## src/rtl/spiflash_cmd_ctrl.sv

```systemverilog
// SPI flash command sequencer: decodes opcode/address bytes from the SPI byte
// interface, reads the array through a 1-cycle ROM port and supplies MISO bytes.
module spiflash_cmd_ctrl #(
  parameter int          MEM_AW    = 16,
  parameter logic [23:0] JEDEC_ID  = 24'hEF4016,
  parameter bit          ID_REPEAT = 1'b1
) (
  input  logic              mclk,
  input  logic              reset,
  input  logic              spi_cs,
  input  logic              spi_rx_strobe,
  input  logic [7:0]        spi_rx_data,
  output logic              spi_tx_strobe,
  output logic [7:0]        spi_tx_data,
  output logic              mem_rd_en,
  output logic [MEM_AW-1:0] mem_addr,
  input  logic [7:0]        mem_rdata,
  output logic              wel,
  output logic              busy,
  output logic [2:0]        dbg_state
);

  // Handshake: spi_rx_strobe is a one-cycle valid with no back-pressure; the
  // tx pair is a level (strobe high = spi_tx_data is the next MISO byte), and
  // mem_rdata is valid exactly one cycle after a mem_rd_en pulse.

  typedef enum logic [2:0] {
    ST_IDLE   = 3'd0,
    ST_ADDR   = 3'd1,
    ST_DUMMY  = 3'd2,
    ST_DATA   = 3'd3,
    ST_STATUS = 3'd4,
    ST_ID     = 3'd5,
    ST_IGNORE = 3'd6
  } state_t;

  localparam logic [7:0] OP_READ  = 8'h03;
  localparam logic [7:0] OP_FAST  = 8'h0B;
  localparam logic [7:0] OP_RDSR  = 8'h05;
  localparam logic [7:0] OP_RDID  = 8'h9F;
  localparam logic [7:0] OP_WREN  = 8'h06;
  localparam logic [7:0] OP_WRDI  = 8'h04;

  state_t            state, state_next;
  logic [MEM_AW-1:0] addr;
  logic [MEM_AW-1:0] addr_shift;
  logic [1:0]        byte_cnt;
  logic              fast;
  logic [1:0]        id_idx;
  logic [7:0]        pf_data;
  logic              pf_valid;
  logic              mem_first;
  logic              rd_wait;
  logic              rd_first;
  logic              issue_fetch;
  logic [MEM_AW-1:0] fetch_addr;

  function automatic logic [7:0] id_byte(input logic [1:0] idx);
    case (idx)
      2'd0:    id_byte = JEDEC_ID[23:16];
      2'd1:    id_byte = JEDEC_ID[15:8];
      default: id_byte = JEDEC_ID[7:0];
    endcase
  endfunction

  // Only the low MEM_AW bits of the 24-bit SPI address are ever kept.
  assign addr_shift = MEM_AW'({addr, spi_rx_data});

  assign busy      = (state != ST_IDLE);
  assign dbg_state = state;

  always_ff @(posedge mclk) begin
    if (reset) state <= ST_IDLE;
    else       state <= state_next;
  end

  always_comb begin
    state_next  = state;
    issue_fetch = 1'b0;
    fetch_addr  = addr;
    if (spi_cs) begin
      state_next = ST_IDLE;
    end else begin
      if (spi_rx_strobe) begin
        case (state)
          ST_IDLE: begin
            case (spi_rx_data)
              OP_READ, OP_FAST: state_next = ST_ADDR;
              OP_RDSR:          state_next = ST_STATUS;
              OP_RDID:          state_next = ST_ID;
              default:          state_next = ST_IGNORE;
            endcase
          end
          ST_ADDR: begin
            if (byte_cnt == 2'd2) begin
              if (fast) begin
                state_next = ST_DUMMY;
              end else begin
                state_next  = ST_DATA;
                issue_fetch = 1'b1;
                fetch_addr  = addr_shift;
              end
            end
          end
          ST_DUMMY: begin
            state_next  = ST_DATA;
            issue_fetch = 1'b1;
          end
          ST_DATA:  issue_fetch = 1'b1;
          default: ;
        endcase
      end
      // The first byte of a burst lands in tx; immediately queue the prefetch.
      if (state == ST_DATA && rd_wait && rd_first) issue_fetch = 1'b1;
    end
  end

  always_ff @(posedge mclk) begin
    if (reset) begin
      spi_tx_strobe <= 1'b0;
      spi_tx_data   <= 8'hFF;
      mem_rd_en     <= 1'b0;
      mem_addr      <= '0;
      wel           <= 1'b0;
      addr          <= '0;
      byte_cnt      <= 2'd0;
      fast          <= 1'b0;
      id_idx        <= 2'd0;
      pf_data       <= 8'h00;
      pf_valid      <= 1'b0;
      mem_first     <= 1'b0;
      rd_wait       <= 1'b0;
      rd_first      <= 1'b0;
    end else begin
      mem_rd_en <= 1'b0;
      rd_wait   <= mem_rd_en;
      rd_first  <= mem_first;
      if (spi_cs) begin
        spi_tx_strobe <= 1'b0;
        spi_tx_data   <= 8'hFF;
        pf_valid      <= 1'b0;
        rd_wait       <= 1'b0;
      end else begin
        if (spi_rx_strobe) begin
          case (state)
            ST_IDLE: begin
              case (spi_rx_data)
                OP_READ, OP_FAST: begin
                  byte_cnt <= 2'd0;
                  fast     <= (spi_rx_data == OP_FAST);
                end
                OP_RDSR: begin
                  spi_tx_data   <= {6'b0, wel, 1'b0};
                  spi_tx_strobe <= 1'b1;
                end
                OP_RDID: begin
                  spi_tx_data   <= id_byte(2'd0);
                  spi_tx_strobe <= 1'b1;
                  id_idx        <= 2'd0;
                end
                OP_WREN: wel <= 1'b1;
                OP_WRDI: wel <= 1'b0;
                default: ;
              endcase
            end
            ST_ADDR: begin
              addr     <= addr_shift;
              byte_cnt <= byte_cnt + 2'd1;
            end
            ST_DATA: begin
              spi_tx_data <= pf_valid ? pf_data : 8'hFF;
              pf_valid    <= 1'b0;
            end
            ST_STATUS: spi_tx_data <= {6'b0, wel, 1'b0};
            ST_ID: begin
              if (id_idx == 2'd2) begin
                id_idx <= 2'd0;
                if (ID_REPEAT) spi_tx_data <= id_byte(2'd0);
                else           spi_tx_strobe <= 1'b0;
              end else begin
                id_idx      <= id_idx + 2'd1;
                spi_tx_data <= id_byte(id_idx + 2'd1);
              end
            end
            default: ;
          endcase
        end
        if (state == ST_DATA && rd_wait) begin
          if (rd_first) begin
            spi_tx_data   <= mem_rdata;
            spi_tx_strobe <= 1'b1;
          end else begin
            pf_data  <= mem_rdata;
            pf_valid <= 1'b1;
          end
        end
        // Address register always points at the next byte to fetch.
        if (issue_fetch) begin
          mem_rd_en <= 1'b1;
          mem_addr  <= fetch_addr;
          addr      <= fetch_addr + 1'b1;
          mem_first <= (state != ST_DATA);
        end
      end
    end
  end

endmodule
```

## config.mk

```make
export PLATFORM = sky130hd
export DESIGN_NAME = spiflash_cmd_ctrl
export DESIGN_NICKNAME = d
export VERILOG_FILES = /design/src/rtl/spiflash_cmd_ctrl.sv
export SDC_FILE = /design/constraint.sdc
export NUM_CORES = 1
export LEC_CHECK = 0
export ABC_CLOCK_PERIOD_IN_PS = 7100
export BUFFER_PORTS_ARGS = -buffer_cell sky130_fd_sc_hd__buf_2
export CORE_UTILIZATION = 37
export DETAILED_ROUTE_END_ITERATION = 6
export PLACE_DENSITY_LB_ADDON = 0.1
export SLEW_MARGIN = 10
export SYNTH_ARGS = -nofsm -noshare
export SYNTH_HDL_FRONTEND = slang
export SYNTH_SLANG_ARGS = --single-unit
```

## constraint.sdc

```tcl
create_clock -name mclk -period 7.1 [get_ports mclk]
set_input_delay 1.775 -clock mclk [delete_from_list [all_inputs] [get_ports mclk]]
set_output_delay 1.775 -clock mclk [all_outputs]
set_load 0.01 [all_outputs]
```

Word-level counts from Yosys, hierarchy flattened
Index checks and enable logic that the tools add are counted.
{"block": "op_classes", "muxes": 42, "bitwise": 2, "n_eq_ne": 18, "reduce_logical": 23, "n_addsub": 3}
{"operator": "16-bit two-way mux", "count": 8}
{"operator": "8-bit two-way mux", "count": 5}
{"operator": "8-bit case mux with 2 select lines", "count": 2}
{"operator": "8-bit case mux with 4 select lines", "count": 1}
{"operator": "8-bit by 3-bit == test with 1-bit output (second input constant)", "count": 3}
{"operator": "3-bit case mux with 3 select lines", "count": 2}
{"operator": "16-bit by 1-bit adder with 16-bit output (second input constant)", "count": 1}
{"operator": "1-bit two-way mux", "count": 16}
{"operator": "4-bit AND reduction", "count": 4}
{"operator": "2-bit nonzero test", "count": 5}
{"operator": "3-bit AND reduction", "count": 3}
{"operator": "8-bit by 2-bit == test with 1-bit output (second input constant)", "count": 1}
{"operator": "8-bit by 4-bit == test with 1-bit output (second input constant)", "count": 1}
{"operator": "8-bit == test (second input constant)", "count": 1}
{"operator": "2-bit case mux with 2 select lines", "count": 2}
{"operator": "2-bit OR reduction", "count": 4}
{"operator": "3-bit by 2-bit == test with 1-bit output (second input constant)", "count": 2}
{"operator": "3-bit == test (second input constant)", "count": 2}
{"operator": "2-bit two-way mux", "count": 3}
{"operator": "3-bit nonzero test", "count": 2}
{"operator": "2-bit by 1-bit adder with 2-bit output (second input constant)", "count": 2}
{"operator": "2-bit == test (second input constant)", "count": 2}
{"operator": "2-bit inequality test (second input constant)", "count": 2}
{"operator": "1-bit case mux with 2 select lines", "count": 2}
{"operator": "10 further kinds", "count": 12}
{"block": "word_totals", "word_cells": 103, "ff_bits": 63, "input_bits": 20}

Longest topological paths before layout
Gate-level depths: netlist of run 1.
{"block": "depth", "ltp_word": 8, "ltp_mapped": 12, "depth_no_buf": 11}

Least setup slack after synthesis of run 1
Ideal clock, no wire load.
{"block": "synth_path", "path_kind": "input to register", "startpoint": "in spi_rx_strobe", "endpoint": "reg addr[14]", "stages": 11, "setup_ns": 0.119, "t_arrival_ns": 4.092, "path_slack_ns": 2.890, "path_cell_list": "buf_4 or3b_4 nor2_2 mux2_2 ha_1 clkbuf_1 nand3_1 nor4_1 mux2i_1 xnor2_1 o221a_2"}
{"element": "start, declared", "line": "11", "source": "input logic spi_rx_strobe,"}
{"element": "16-bit two-way mux", "line": "84", "source": "if (spi_rx_strobe) begin"}
{"element": "16-bit two-way mux", "line": "81", "source": "if (spi_cs) begin"}
{"element": "via fetch_addr[0]", "line": "56", "source": "logic [MEM_AW-1:0] fetch_addr;"}
{"element": "16-bit by 1-bit adder with 16-bit output", "line": "201", "source": "addr <= fetch_addr + 1'b1;"}
{"element": "16-bit two-way mux", "line": "198", "source": "if (issue_fetch) begin"}
{"element": "end signal, assigned", "line": "167", "source": "addr <= addr_shift;"}
{"element": "end signal, assigned", "line": "201"}
{"element": "end, declared", "line": "45", "source": "logic [MEM_AW-1:0] addr;"}
The timed path passes the listed nets, and every way through them passes these cells.
A chain may end at the register's enable or synchronous reset.

Worst setup path after layout of run 1
Ends and elaborated chain as after synthesis.

==> results.cfg, run 1 <==
[run_status]
status = finished, final reports clean

[yosys]
synth_compound_area_share_pct = 21.8
synth_area_sq_um = 3770
post_synth.cell_area_avg_sq_um = 7.85
synthTopCellsByCount = dfxtp_1, nor2_1, nand2_1
async_reset_ff_share_pct = 0
yosys.area_share.adder_pct = 0.664
synth_ff_type = dfxtp_1
synthTopCellsByArea = dfxtp_1, nor2_1, nand2_1
ys_warn_count = 0
ys_seq_area_share_pct = 33.5
synth_edf_count = 0
synthMuxAreaShare_pct = 5.54
synth_top_cell_by_area = dfxtp_1
synthCells = 480
synth_nets = 502
yosysMostFrequentCell = dfxtp_1
synth-simple-area-share_pct = 30.1
synth_top_family_by_area = simple AND/OR/NAND/NOR gates
yosys_register_bits = 63
synth-xor-area-share_pct = 2.32
yosys.area.top_type_share_pct = 33.5
ys_types = 65

[cts]
clkTransAtPathRegs_ps = 80
clock_path_buffers = 2
worstSkewPairLatency_ps = 360
htree_levels = 3
cts_made_buffers = 9
cts_setup_buffers = 0
cts_tree = yes
cts_hold_buf = 0
cts_resized = 0
cts.sinks = 63
clockRootBuffer = clkbuf_8

[power_and_ir_drop]
p_sw_share_pct = 26.9
leakage_nw = 1.53
p_comb_share_pct = 8.2
power.density_nw_per_um2 = 190
p_clk_share_pct = 46.3
p_int_mw = 0.594
vdd_drop_max_mv = 0.0910
p_seq_share_pct = 45.4
total_power_mw = 0.812
switchingPower_mw = 0.218

[worst_setup_path]
crit_path_start_kind = primary input
arrival_ps = 4510
critical_path_peak_fanout = 27
critPathRequiredTime_ps = 7350
end_kind = flip-flop
criticalPathCategory = primary input to flip-flop

[route]
ant_nets = 0
drt_iter0_drc = 310
wl_met3_microns = 529
top_layer = met4
dr.pass1.iters = 5
wl_microns = 11300
drt_drc_violations_left = 0
wl_met2_microns = 4690
drt-met1-wl_microns = 6020
vias_per_cell = 5.81
vias = 3727
routedWlPerCell_microns = 17.7

[timing]
drv_slew = 0
setup_slack_ps = 2840
relSlewSlack_pct = 36.1
rsz0062_at_grt = no
skew_ps = 12.4
min_period_ps = 4260
hold_viol = 0
final.setup.tns_ps = 0
tightestPinTransition_ps = 953
fin_crit_sh_pct = 60.0
setup_viol = 0
fmax_ghz = 0.235

[global_route]
grt_first_pass_wirelength_microns = 18700
grt_max_degree = 53
grt_pass1_vias = 3435
grt_antenna_before_repair = 0
grt_usage_pct = 22.9
overflow = 0

[die]
dieArea_sq_um = 10600
ios = 51
fp.coreArea_sq_um = 9820
die_h_microns = 103
num_rows = 36
die_x_microns = 103
start_util_pct = 38.4

[run]
max_cap_viol_count = 0

[layout]
antenna_cells = 0
drive_above_1_share_pct = 17.5
area_growth_pct = 13.3
fin_nets = 525

[placement]
portBuffers = 50
pre_cts_ws_ps = 2530
gp_congestion = 0.874
dpl.hpwl_microns = 7520

[min_path]
hold_class = flip-flop to flip-flop
-- cell families (layout without fill, tap and decap cells) --
kind of cell	Yosys count	after routing
AND/OR/NAND/NOR	215	215
multiplexers	20	20
flip-flops	63	63
adder cells (fa/ha/maj)	2	2
XOR/XNOR	10	10
buffers and inverters	51	79
AO/OA/AOI/OAI	119	119
-- power groups by stage --
| stage | combinational [mW] | sequential (mW) | clock, mW |
|---|---|---|---|
| CTS | 0.0664 | 0.369 | 0.383 |
| global placement | 0.0661 | 0.377 | 0 |
| global route | 0.0735 | 0.370 | 0.395 |
| floorplan | 0.0454 | 0.373 | 0 |
| finish | 0.0668 | 0.369 | 0.376 |
| detailed placement | 0.0663 | 0.377 | 0 |
-- critical path, stage by stage --
cell     delay, ps
buf_2          170
or3b_4         440
nor2_2          90
buf_4          310
mux2_2         250
ha_1           330
nand3_1        210
nor4_1         340
mux2i_1        180
xnor2_1        150
o221a_2        260
-- layer usage --
metal	vias to the layer above	GRT usage, %
li1	1833	-
met1	1791	35.8
met2	93	31.4
met3	10	3.53
met4	0	7.48
met5	-	0
-- sequential cells by signal, indices dropped and copies added, names as in the netlist --
name / cells
addr: 16
mem_addr: 16
pf_data: 8
spi_tx_data: 8
dbg_state: 3
byte_cnt: 2
id_idx: 2
fast: 1
mem_first: 1
mem_rd_en: 1
pf_valid: 1
rd_first: 1
rd_wait: 1
spi_tx_strobe: 1
wel: 1
-- cell type report --
type / count / area, sq um
clock buffer: 10 / 138
clock inverter: 6 / 92.6
fill: 1068 / 5550
inverter: 8 / 30.0
multi-input combinational: 366 / 2290
sequential: 63 / 1260
tap: 133 / 166
timing repair buffer: 55 / 288
-- per-stage QoR --
stage	instance area (sq um)	hold WS, ps	instances	utilization, %
after detailed placement	4040	445	625	41.1
after global routing	4270	473	641	43.5
final	4270	459	641	43.5
after CTS	4270	463	641	43.5
after global placement	4040	439	625	41.1
after floorplan	3770	439	480	-
-- cells in the final DEF (no fill, tap or decap), drive strengths merged, types with 7 or more instances in the layout --
master / netlist / layout
dfxtp: 63 / 63
nor2: 56 / 56
buf: 13 / 55
nand2: 51 / 51
o21ai: 29 / 29
a21oi: 19 / 19
and3: 17 / 17
mux2i: 16 / 16
a311oi: 15 / 15
nor3: 14 / 14
a211oi: 13 / 13
nand3: 13 / 13
nand4: 11 / 11
clkbuf: 30 / 10
inv: 8 / 9
and4: 7 / 7
xnor2: 7 / 7
-- final timing paths --
path / startpoint / end / slack (ps) / cells past startpoint
max reg2reg: dbg_state[0] / addr[14] / 3740 / 10
min: mem_addr[9] / mem_addr[9] / 460 / 2
min reg2reg: mem_addr[9] / mem_addr[9] / 460 / 2
max: spi_rx_strobe / addr[14] / 2840 / 11
No activity file was read; power rests on OpenSTA's default activity.
==> run 2: changes to the inputs <==
Settings changed: ABC_CLOCK_PERIOD_IN_PS 7100 to 3750.
Clock period 7.1 ns to 3.75 ns, I/O delays scaled along.
==> run 2 against run 1 <==
The run now ends with DRC left. Critical path depth shrank 1. Clock power grew 70%. Combinational power grew 100%. Via count grew 1.7%. Cell count grew 1.1%. Critical endpoint unchanged. Largest cell class unchanged.
==> results.cfg, run 2 (synthesized netlist as in run 1, its figures left out) <==
[run_status]
status = finished, violations left
violations = DRC

[layout]
fin_util_pct = 43.8
mostFrequentLayoutCells = dfxtp_1, nor2_1, nand2_1, buf_2, o21ai_0
fin_nets = 534
antenna_cells = 0
largest_registers = addr x16, mem_addr x16
layout_commonest_cell = dfxtp_1
area_growth_pct = 14.0
drive_above_1_share_pct = 18.3

[cts]
cts_resized = 0
htree_levels = 3
clock_path_buffers = 2
cts_made_buffers = 9
cts.sinks = 63
cts_setup_buffers = 0
worstSkewPairLatency_ps = 340
cts_tree = yes
clkTransAtPathRegs_ps = 70
clockRootBuffer = clkbuf_8
cts_hold_buf = 0

[worst_setup_path]
critical_path_peak_fanout = 9
rr_worst_depth = 11
crit_path_start_kind = primary input
ff2ff_setup_slack_ps = 850
critPathRequiredTime_ps = 3990
end_kind = flip-flop
startpoint = spi_rx_strobe
criticalPathCategory = primary input to flip-flop
worst_r2r_endpoint = addr[14]
arrival_ps = 3300
r2r-start = byte_cnt[0]
timing.critical_path.to = addr[14]

[placement]
dpl.hpwl_microns = 8050
gp_congestion = 0.855
portBuffers = 50

[die]
die_h_microns = 103
die_x_microns = 103
ios = 51
start_util_pct = 38.4
num_rows = 36
fp.coreArea_sq_um = 9820
dieArea_sq_um = 10600

[power_and_ir_drop]
power.density_nw_per_um2 = 342
vdd_drop_max_mv = 0.186
leakage_nw = 1.57

[timing]
skew_ps = 11.1
fin_crit_sh_pct = 81.8
relSlewSlack_pct = 49.0
hold-worst-slack_ps = 453
hold_viol = 0
setup_viol = 0
final.setup.tns_ps = 0
tightestPinTransition_ps = 765
rsz0062_at_grt = no
fmax_ghz = 0.326
drv_slew = 0
min_period_ps = 3070

[route]
wl_microns = 11700
ant_nets = 0
routedWlPerCell_microns = 18.1
drt_iter0_drc = 240
drt_drc_violations_left = 1
vias_per_cell = 5.85
dr.pass1.iters = 7
vias = 3792

[run]
max_cap_viol_count = 0

[global_route]
grt_pass1_vias = 3507
grt_antenna_before_repair = 0
grt_first_pass_wirelength_microns = 19100
grt_max_degree = 39
grt_usage_pct = 23.7
overflow = 0

[min_path]
hold_class = flip-flop to flip-flop
-- run 2: final cells by class --
| type | count | area (sq um) |
|---|---|---|
| clock buffer | 9 | 124 |
| clock inverter | 5 | 75.1 |
| fill | 1063 | 5520 |
| inverter | 8 | 30.0 |
| multi-input combinational | 366 | 2290 |
| sequential | 63 | 1260 |
| tap | 133 | 166 |
| timing repair buffer | 64 | 355 |
-- run 2: how the worst min path moves through the flow --
stage                            from     endpoint  slack (ps)  cells after the start
after floorplan             mem_first     rd_first         440                      1
after global placement    mem_addr[1]  mem_addr[1]         440                      2
after detailed placement  mem_addr[9]  mem_addr[9]         450                      2
after CTS                 mem_addr[9]  mem_addr[9]         460                      2
after global routing      mem_addr[9]  mem_addr[9]         490                      2
final                     mem_addr[9]  mem_addr[9]         450                      2
-- run 2: worst max-delay path: stages --
cell     delay (ps)
buf_2           170
or3b_4          440
nor2_2          150
mux2_2          220
ha_1            310
nand3_1         210
nor4_1          290
mux2i_1         160
xnor2_1         150
o221a_2         260
-- run 2: per-layer routing --
metal | track usage [%] | up-vias | wire, microns
met2 | 34.6 | 120 | 5020
met4 | 8.23 | 0 | 198
met5 | 0 | - | 0
li1 | - | 1844 | -
met1 | 35.3 | 1813 | 5800
met3 | 3.05 | 15 | 687
-- run 2: per-stage QoR --
step / power [mW] / setup slack, ps / instance area (sq um) / cells
after detailed placement: 0.845 / 334 / 4100 / 634
after global routing: 1.53 / 505 / 4300 / 648
after floorplan: 0.793 / 377 / 3770 / 480
after global placement: 0.844 / 367 / 4100 / 634
final: 1.47 / 683 / 4300 / 648
after CTS: 1.48 / 703 / 4300 / 648
-- run 2: report_power, final --
group          internal (mW)  leakage (nW)  switching (mW)  total, mW
clock                  0.364         0.105           0.275      0.638
combinational         0.0508         0.956          0.0857      0.136
sequential             0.681         0.509          0.0128      0.694
